--- config.mk ---
export PLATFORM = sky130hd
export DESIGN_NAME = bht_port_arbiter
export DESIGN_NICKNAME = d
export VERILOG_FILES = /design/src/rtl/bp_pkg.sv /design/src/rtl/bp_upd_fifo.sv /design/src/rtl/bht_port_arbiter.sv
export SDC_FILE = /design/constraint.sdc
export NUM_CORES = 1
export LEC_CHECK = 0
export CAP_MARGIN = 20
export CORE_ASPECT_RATIO = 0.7
export CORE_MARGIN = 5
export CORE_UTILIZATION = 50
export CTS_CLUSTER_SIZE = 12
export DETAILED_ROUTE_END_ITERATION = 10
export GPL_TIMING_DRIVEN = 0
export PLACE_DENSITY = 0.85
export SLEW_MARGIN = 20
export SYNTH_ARGS = -nofsm -noshare
export SYNTH_HDL_FRONTEND = slang
export SYNTH_HIERARCHICAL = 1
export SYNTH_SLANG_ARGS = --single-unit
--- constraint.sdc ---
create_clock -name clk -period 2.7 [get_ports clk]
set_input_delay 0.54 -clock clk [delete_from_list [all_inputs] [get_ports clk]]
set_output_delay 0.54 -clock clk [all_outputs]
set_load 0.005 [all_outputs]
--- src/rtl/bp_pkg.sv ---
`default_nettype none
// ============================================================================
// Module   : bp_pkg
// Purpose  : Shared types, 2-bit counter encodings and saturating update rule
//            for the BHT port arbiter.
// Revision : 1.0 - initial release
// ============================================================================
package bp_pkg;

   typedef enum logic [1:0] {
      S_INIT   = 2'd0,
      S_IDLE   = 2'd1,
      S_UPD_RD = 2'd2,
      S_UPD_WR = 2'd3
   } bp_state_t;

   localparam logic [1:0] C_SNT = 2'b00;
   localparam logic [1:0] C_WNT = 2'b01;
   localparam logic [1:0] C_WT  = 2'b10;
   localparam logic [1:0] C_ST  = 2'b11;

   // Saturating 2-bit counter step; pinned at both ends, never wraps.
   function automatic logic [1:0] sat_next(input logic [1:0] ctr, input logic taken);
      if (taken)
         return (ctr == C_ST) ? C_ST : ctr + 2'd1;
      else
         return (ctr == C_SNT) ? C_SNT : ctr - 2'd1;
   endfunction

endpackage
`default_nettype wire

--- src/rtl/bp_upd_fifo.sv ---
`default_nettype none
// ============================================================================
// Module   : bp_upd_fifo
// Purpose  : Synchronous show-ahead FIFO holding pending BHT updates, with an
//            occupancy count. Caller never pushes when full or pops when empty.
// Revision : 1.0 - initial release
// ============================================================================
module bp_upd_fifo #(
   parameter int WIDTH = 11,
   parameter int DEPTH = 4,
   parameter int CNT_W = $clog2(DEPTH) + 1
) (
   input  logic             clk,
   input  logic             rst,
   input  logic             push,
   input  logic [WIDTH-1:0] push_data,
   input  logic             pop,
   output logic [WIDTH-1:0] head,
   output logic [CNT_W-1:0] count
);

   localparam int PTR_W = $clog2(DEPTH);

   logic [WIDTH-1:0] r_mem [DEPTH];
   logic [PTR_W-1:0] r_wr_ptr;
   logic [PTR_W-1:0] r_rd_ptr;
   logic [CNT_W-1:0] r_count;

   always_ff @(posedge clk) begin
      if (push)
         r_mem[r_wr_ptr] <= push_data;
   end

   // Depth is a power of two, so pointer overflow is the modulo wrap.
   always_ff @(posedge clk) begin
      if (rst) begin
         r_wr_ptr <= '0;
         r_rd_ptr <= '0;
         r_count  <= '0;
      end else begin
         if (push)
            r_wr_ptr <= r_wr_ptr + PTR_W'(1);
         if (pop)
            r_rd_ptr <= r_rd_ptr + PTR_W'(1);
         case ({push, pop})
            2'b10:   r_count <= r_count + CNT_W'(1);
            2'b01:   r_count <= r_count - CNT_W'(1);
            default: r_count <= r_count;
         endcase
      end
   end

   assign head  = r_mem[r_rd_ptr];
   assign count = r_count;

endmodule
`default_nettype wire

--- src/rtl/bht_port_arbiter.sv ---
`default_nettype none
// ============================================================================
// Module   : bht_port_arbiter
// Purpose  : Arbitrates the single BHT SRAM port between IF lookups and queued
//            MEM counter updates (read-modify-write), after a reset-time sweep.
// Revision : 1.0 - initial release
// ============================================================================
module bht_port_arbiter
   import bp_pkg::*;
#(
   parameter int         IDX_W     = 10,
   parameter int         DEPTH     = 1024,
   parameter int         UPD_DEPTH = 4,
   parameter logic [1:0] INIT_CTR  = 2'b01
) (
   input  logic                       clk,
   input  logic                       rst,
   input  logic                       lk_valid,
   input  logic [IDX_W-1:0]           lk_index,
   output logic                       lk_ready,
   output logic                       lk_rsp_valid,
   output logic [1:0]                 lk_ctr,
   output logic                       lk_taken,
   input  logic                       upd_valid,
   input  logic [IDX_W-1:0]           upd_index,
   input  logic                       upd_taken,
   output logic                       upd_ready,
   output logic [$clog2(UPD_DEPTH):0] upd_count,
   output logic                       tbl_en,
   output logic                       tbl_we,
   output logic [IDX_W-1:0]           tbl_addr,
   output logic [1:0]                 tbl_wdata,
   input  logic [1:0]                 tbl_rdata,
   output logic                       init_done
);

   localparam int CNT_W = $clog2(UPD_DEPTH) + 1;

   bp_state_t        r_state;
   logic [IDX_W-1:0] r_ptr;
   logic             r_init_done;
   logic             r_rsp_valid;

   logic [IDX_W:0]   w_head;
   logic [IDX_W-1:0] w_head_idx;
   logic             w_head_taken;
   logic             w_full;
   logic             w_empty;
   logic             w_push;
   logic             w_pop;

   assign w_head_idx   = w_head[IDX_W:1];
   assign w_head_taken = w_head[0];
   assign w_full       = (upd_count == CNT_W'(UPD_DEPTH));
   assign w_empty      = (upd_count == '0);
   assign upd_ready    = ~rst & r_init_done & ~w_full;
   assign w_push       = upd_valid & upd_ready;
   assign w_pop        = ~rst & (r_state == S_UPD_RD);

   bp_upd_fifo #(
      .WIDTH (IDX_W + 1),
      .DEPTH (UPD_DEPTH),
      .CNT_W (CNT_W)
   ) u_upd_fifo (
      .clk       (clk),
      .rst       (rst),
      .push      (w_push),
      .push_data ({upd_index, upd_taken}),
      .pop       (w_pop),
      .head      (w_head),
      .count     (upd_count)
   );

   // Port drive is decoded from the current state so a lookup read issues in
   // the cycle it is accepted; rst forces the port quiet immediately.
   always_comb begin
      tbl_en    = 1'b0;
      tbl_we    = 1'b0;
      tbl_addr  = '0;
      tbl_wdata = 2'b00;
      lk_ready  = 1'b0;
      case (r_state)
         S_INIT: begin
            tbl_en    = 1'b1;
            tbl_we    = 1'b1;
            tbl_addr  = r_ptr;
            tbl_wdata = INIT_CTR;
         end
         S_IDLE: begin
            if (w_full) begin
               tbl_en   = 1'b1;
               tbl_addr = w_head_idx;
            end else if (lk_valid) begin
               lk_ready = 1'b1;
               tbl_en   = 1'b1;
               tbl_addr = lk_index;
            end else if (!w_empty) begin
               tbl_en   = 1'b1;
               tbl_addr = w_head_idx;
            end
         end
         S_UPD_RD: begin
            tbl_en    = 1'b1;
            tbl_we    = 1'b1;
            tbl_addr  = w_head_idx;
            tbl_wdata = sat_next(tbl_rdata, w_head_taken);
         end
         default: begin
         end
      endcase
      if (rst) begin
         tbl_en   = 1'b0;
         tbl_we   = 1'b0;
         lk_ready = 1'b0;
      end
   end

   always_ff @(posedge clk) begin
      if (rst) begin
         r_state     <= S_INIT;
         r_ptr       <= '0;
         r_init_done <= 1'b0;
         r_rsp_valid <= 1'b0;
      end else begin
         r_rsp_valid <= lk_valid & lk_ready;
         case (r_state)
            S_INIT: begin
               r_ptr <= r_ptr + IDX_W'(1);
               if (r_ptr == IDX_W'(DEPTH - 1)) begin
                  r_state     <= S_IDLE;
                  r_init_done <= 1'b1;
               end
            end
            S_IDLE: begin
               if (w_full || (!lk_valid && !w_empty))
                  r_state <= S_UPD_RD;
            end
            S_UPD_RD: r_state <= S_UPD_WR;
            S_UPD_WR: r_state <= S_IDLE;
            default:  r_state <= S_INIT;
         endcase
      end
   end

   assign init_done    = r_init_done;
   assign lk_rsp_valid = r_rsp_valid;
   assign lk_ctr       = r_rsp_valid ? tbl_rdata : 2'b00;
   assign lk_taken     = lk_ctr[1];

endmodule
`default_nettype wire

---- Word level (Yosys, flattened, before mapping) ----
Memories as Yosys holds them, arrays and structs flattened. A register that Yosys moved wholly into a read port is not among the register bits.
Index checks and enable logic that the tools add are counted.
storage, ports and cells
  register bits ........................... 21
  bits in latches ......................... 0
  memory bits (writable) .................. 44
  ROM bits ................................ 0
  input port bits ......................... 27
  output and inout port bits .............. 24
  memories ................................ 1
cells by class
  add/subtract/negate cells ............... 7
  $mul .................................... 0
  divide/modulo/power cells ............... 0
  order comparisons ....................... 0
  equality and inequality tests ........... 10
  shifts and indexed selects .............. 0
  mux-type cells .......................... 28
  bitwise operators ....................... 7
  reduce and logical (&&, ||, !) cells .... 11
memories
  memory            words  width  read ports  clocked after Yosys merged registers in  wr ports  line               source
  u_upd_fifo.r_mem  4      11     1           1                                        1         bp_upd_fifo.sv:24  logic [WIDTH-1:0] r_mem [DEPTH];
operator list
  kind                                                  count
  2-to-1 mux 10 bit                                     3
  case mux 10 bit (3 select lines)                      1
  2-to-1 mux 2 bit                                      8
  2-to-1 mux 1 bit                                      12
  adder 10 x 1 -> 10 bit (second input constant)        1
  equality test 10 bit (second input constant)          1
  equality test 2 bit (second input constant)           4
  case mux 2 bit (4 select lines)                       1
  adder 2 x 1 -> 2 bit (second input constant)          3
  case mux 3 bit (2 select lines)                       1
  bitwise AND 1 bit                                     5
  equality test 2 x 1 -> 1 bit (second input constant)  2
  zero test 2 bit                                       2
  != test 2 bit (second input constant)                 2
  case mux 2 bit (2 select lines)                       1
  AND reduction 2 bit                                   2
  adder 3 x 1 -> 3 bit (second input constant)          1
  equality test 3 bit (second input constant)           1
  zero test 3 bit                                       1
  subtractor 3 x 1 -> 3 bit (second input constant)     1
  zero test 1 bit                                       2
  NOT 1 bit                                             2
  case mux 1 bit (2 select lines)                       1
  nonzero test 2 bit                                    1
  other kinds (4)                                       4

---- Longest topological paths before layout ----
  word-level depth ........................ 6
  gate-level depth with buffers ........... 11

---- Modules after synthesis ----
The synthesis kept the hierarchy.
modules (own cells, without submodules)
  module            instances  cells an instance  area an instance (µm²)  seq. area each (µm²)
  bp_upd_fifo       1          102                2011.9                  1501.4
  bht_port_arbiter  1          146                1122.3                  280.3

---- Worst setup path after synthesis ----
No wires, ideal clock.
  kind .................................... input to register
  start ................................... in rst
  end ..................................... reg u_upd_fifo.r_count[2], in the netlist u_upd_fifo/count[2]
  setup time .............................. 0.070 ns
  data arrival time ....................... 2.408 ns
  data required time ...................... 2.630 ns
  path slack .............................. 0.222 ns
  cell stages on the path ................. 11
  path buffers ............................ 1
  cell sequence ........................... clkbuf_1 -> nand2b_1 -> a21oi_1 -> and2_1 -> inv_1 -> ha_1 -> inv_1 -> fa_1 -> xor2_1 -> or3_1 -> a21oi_1
on the way
  word-level cells in the longest chain between the ends .. 6
  elaborated cells on any way between the ends .. 9
  classes of those cells .................. eq/ne: 2; mux: 1; bitwise: 5; reduce/logical: 1
RTL lines
  element                                                                       line                    source
  from (decl)                                                                   bht_port_arbiter.sv:17  input logic rst,
  NOT 1 bit (*)                                                                 bht_port_arbiter.sv:56  assign upd_ready = ~rst & r_init_done & ~w_full;
  bitwise AND 1 bit (*) (2 in a row)                                            bht_port_arbiter.sv:56
  via upd_ready                                                                 bht_port_arbiter.sv:27  output logic upd_ready,
  bitwise AND 1 bit (*)                                                         bht_port_arbiter.sv:57  assign w_push = upd_valid & upd_ready;
  via w_push                                                                    bht_port_arbiter.sv:49  logic w_push;
  equality test 2 x 1 -> 1 bit / equality test 2 bit (equally long branches)    bp_upd_fifo.sv:45       case ({push, pop})
  case mux 3 bit (2 select lines) / nonzero test 2 bit (equally long branches)  --
  to (signal assigned)                                                          bp_upd_fifo.sv:46       2'b10: r_count <= r_count + CNT_W'(1);
  to (signal assigned)                                                          bp_upd_fifo.sv:47       2'b01: r_count <= r_count - CNT_W'(1);
  to (signal assigned)                                                          bp_upd_fifo.sv:48       default: r_count <= r_count;
  to (decl)                                                                     bp_upd_fifo.sv:27       logic [CNT_W-1:0] r_count;
The timed path passes the listed nets; every way through them passes the cells marked *.
A chain may end at the register's enable or synchronous reset.

==> flow_summary.yaml <==
route:
  drt-total-wl_um: 6920
  via_per_inst: 5.66
  drc: 0
  wl_per_cell_um: 17.5
  drt_iter0_drc: 88
  final_antenna_net_count: 0
  vias: 2237
  drt_pass1_iterations: 4
die:
  dieHeight_um: 76.2
  core_area_um2: 6160
  rows: 24
  io_pins: 51
  dieArea_um2: 7980
  start_util_pct: 50.9
  die_x_um: 105
yosys:
  synth_nets: 287
  syn_avg_cell_area_um2: 12.6
  yosysUniqueCellTypes: 41
  yosys_register_bits: 67
  synth-seq-area-share_pct: 56.8
  synthCells: 248
  synth_warnings: 6
  synth_area_um2: 3130
sta:
  tns_ns: 0
  fin_crit_ns: 2.63
  slew_viol_final: 0
  setup_ws_ns: 0.0665
  grt_setup_unrepaired: "no"
  finalCritPeriodShare_pct: 97.5
  setup_violations: 0
  fmax_ghz: 0.380
  worst_pin_slew_ns: 0.571
  finalHoldViolCount: 0
  skew_ns: 0.0109
  timing.hold.ws_ns: 0.539
  relSlewSlack_pct: 61.9
layout:
  final_cell_mix: "44 x edfxtp_1, 37 x clkdlybuf4s50_1, 31 x nor2_1, 21 x dfxtp_1, 16 x a21oi_1"
  mostFrequentLayoutCell: "edfxtp_1"
  utilization_pct: 65.2
  drive_gt1_share_pct: 18.6
  nNetsFinal: 351
  syn2layout_area_growth_pct: 28.1
  diodes: 0
  final_area_um2: 4020
setup_path:
  path_buf_inv: 2
  startpoint_type: "flip-flop"
  cp.arrival_ns: 2.09
  slowest_delay_ns: 0.53
  worstPathMaxFanout: 3
  critPathSlowestCell: "mux4_2"
  critPathKind: "flip-flop to output pin"
  critical-path-top-delay-family: "multiplexers"
  worst_ep_required_time_ns: 2.16
  cp-end-kind: "output pin"
  cp_cell_sequence: "buf_8 -> mux4_2 -> maj3_2 -> a21o_1 -> dlygate4sd2_1"
grt:
  grt_max_degree: 14
  grt_pass1_vias: 2248
  antenna_found_initial: 0
  grt_pass1_wl_um: 11200
  grt_remaining_overflow: 0
  grtUsageTotal_pct: 17.7
clock_network:
  clock_path_buffers: 2
  cts_root_buf: "clkbuf_8"
  cts_tree: "done"
  cts.clk_slew.worst_paths_ns: 0.08
  clk_latency_ns: 0.34
  cts_made_buffers: 9
  cts_hold_buf: 0
  cts_sinks: 67
  htreeDepth: 3
outcome:
  status: "completed"
power_and_ir_drop:
  irDropWorstVdd_v: 0.000384
  powerDensity_nw_per_um2: 605
  p_leak_nw: 1.39
  p_clk_share_pct: 30.2
  p_seq_share_pct: 47.4
  pwr-share-comb_pct: 22.5
  p_sw_uw: 694
  p_int_mw: 1.74
  switching_share_pct: 28.6
place:
  place_congestion: 0.849
  preCtsSetupSlack_ns: -0.552
  io_buffers: 49
  hpwl_um: 4910
  dpl_cell_area_um2: 3720
run:
  maxCapViolations: 0
worst_hold_path:
  min_path_type: "flip-flop to flip-flop"
[tightest hold or removal path: cells and delay by family, from the launching register on]
family             cells  cell delay, ns
AOI/OAI and AO/OA      1            0.05
DFF                    1            0.38
and+or+nand+nor        1            0.07
[per-stage QoR]
stage	instances	power, mW
after detailed placement	375	1.70
after CTS	395	2.42
after global placement	375	1.68
after floorplan	248	1.47
after global routing	395	2.55
final	395	2.43
[state kept, by name, indices dropped and copies added, names as in the netlist, named ones only]
signal,count
u_upd_fifo/r_mem,44
u_upd_fifo/r_wr_ptr,2
u_upd_fifo/count,3
r_ptr,10
u_upd_fifo/r_rd_ptr,2
r_state,2
init_done,1
lk_rsp_valid,1
[timing repair]
action / 4_1_cts / 5_1_grt
resized for setup: 25 / 24
buffers inserted: 4 / 0
cloned: 0 / 0
setup endpoints to repair: 14 / 14
pin swaps: 0 / 1
[power groups by stage]
stage / Sequential, mW / Combinational [mW] / Clock, mW
floorplan: 1.16 / 0.301 / 0
global placement: 1.17 / 0.515 / 0
CTS: 1.15 / 0.519 / 0.750
detailed placement: 1.17 / 0.532 / 0
finish: 1.15 / 0.546 / 0.733
global route: 1.16 / 0.593 / 0.804
[path summary, 6_finish.rpt]
check	start	endpoint	slack, ns	cells after the start
worst min register to register	init_done	init_done	0.54	2
worst min-delay path	init_done	init_done	0.54	2
worst max register to register	r_state[0]	u_upd_fifo/count[2]	0.13	10
worst max-delay path	flip-flop	tbl_wdata[0]	0.07	5
[cell usage after synthesis, drive strengths merged]
master / count / area share, %
nor3: 2 / 0.32
a21oi: 18 / 2.9
edfxtp: 44 / 42
nor3b: 1 / 0.24
and3b: 2 / 0.56
and3: 1 / 0.20
and2: 8 / 1.6
a21bo: 1 / 0.32
a311oi: 1 / 0.28
o31ai: 1 / 0.68
mux4: 11 / 8.0
xor2: 7 / 2.0
nand3: 3 / 0.48
xnor2: 5 / 1.4
nand2b: 2 / 0.40
o21ai: 5 / 0.80
fa: 1 / 0.64
nor4: 2 / 0.40
dfxtp: 23 / 15
mux2i: 2 / 0.64
maj3: 1 / 0.32
a21o: 2 / 0.52
inv: 10 / 1.2
or3: 4 / 0.84
nor2: 32 / 3.8
nand4: 4 / 1.3
clkbuf: 6 / 0.72
o32ai: 10 / 2.8
a21boi: 2 / 0.48
ha: 11 / 4.4
buf: 9 / 1.7
nand2: 6 / 0.72
a22oi: 10 / 2.4
nor2b: 1 / 0.20
[logic make-up (layout without fill, tap and decap cells)]
family          after synthesis  in the layout  share of synthesized area [%]
simple gates                 68             68                           11.1
flops                        67             67                           56.8
compound gates               50             50                           11.1
buf+inv                      25             94                           3.59
fa+ha+maj                    13             13                           5.35
mux                          13             13                           8.66
xor+xnor                     12             12                           3.35
[metal layers]
layer,share of wire [%],up-vias,global-route usage (%)
met5,0,-,0
met4,0.65,0,6.13
met3,6.2,6,5.84
met2,51,78,28.7
met1,43,1096,22.2
li1,-,1057,-
[layout make-up]
type | count | area (um2)
multi-input combinational | 156 | 1300
timing repair buffer | 53 | 519
buffer | 15 | 100
fill | 447 | 2140
sequential | 67 | 1780
inverter | 10 | 37.5
clock buffer | 9 | 124
clock inverter | 7 | 51.3
tap | 78 | 97.6
Note: power is estimated with default switching activity, not from simulation.
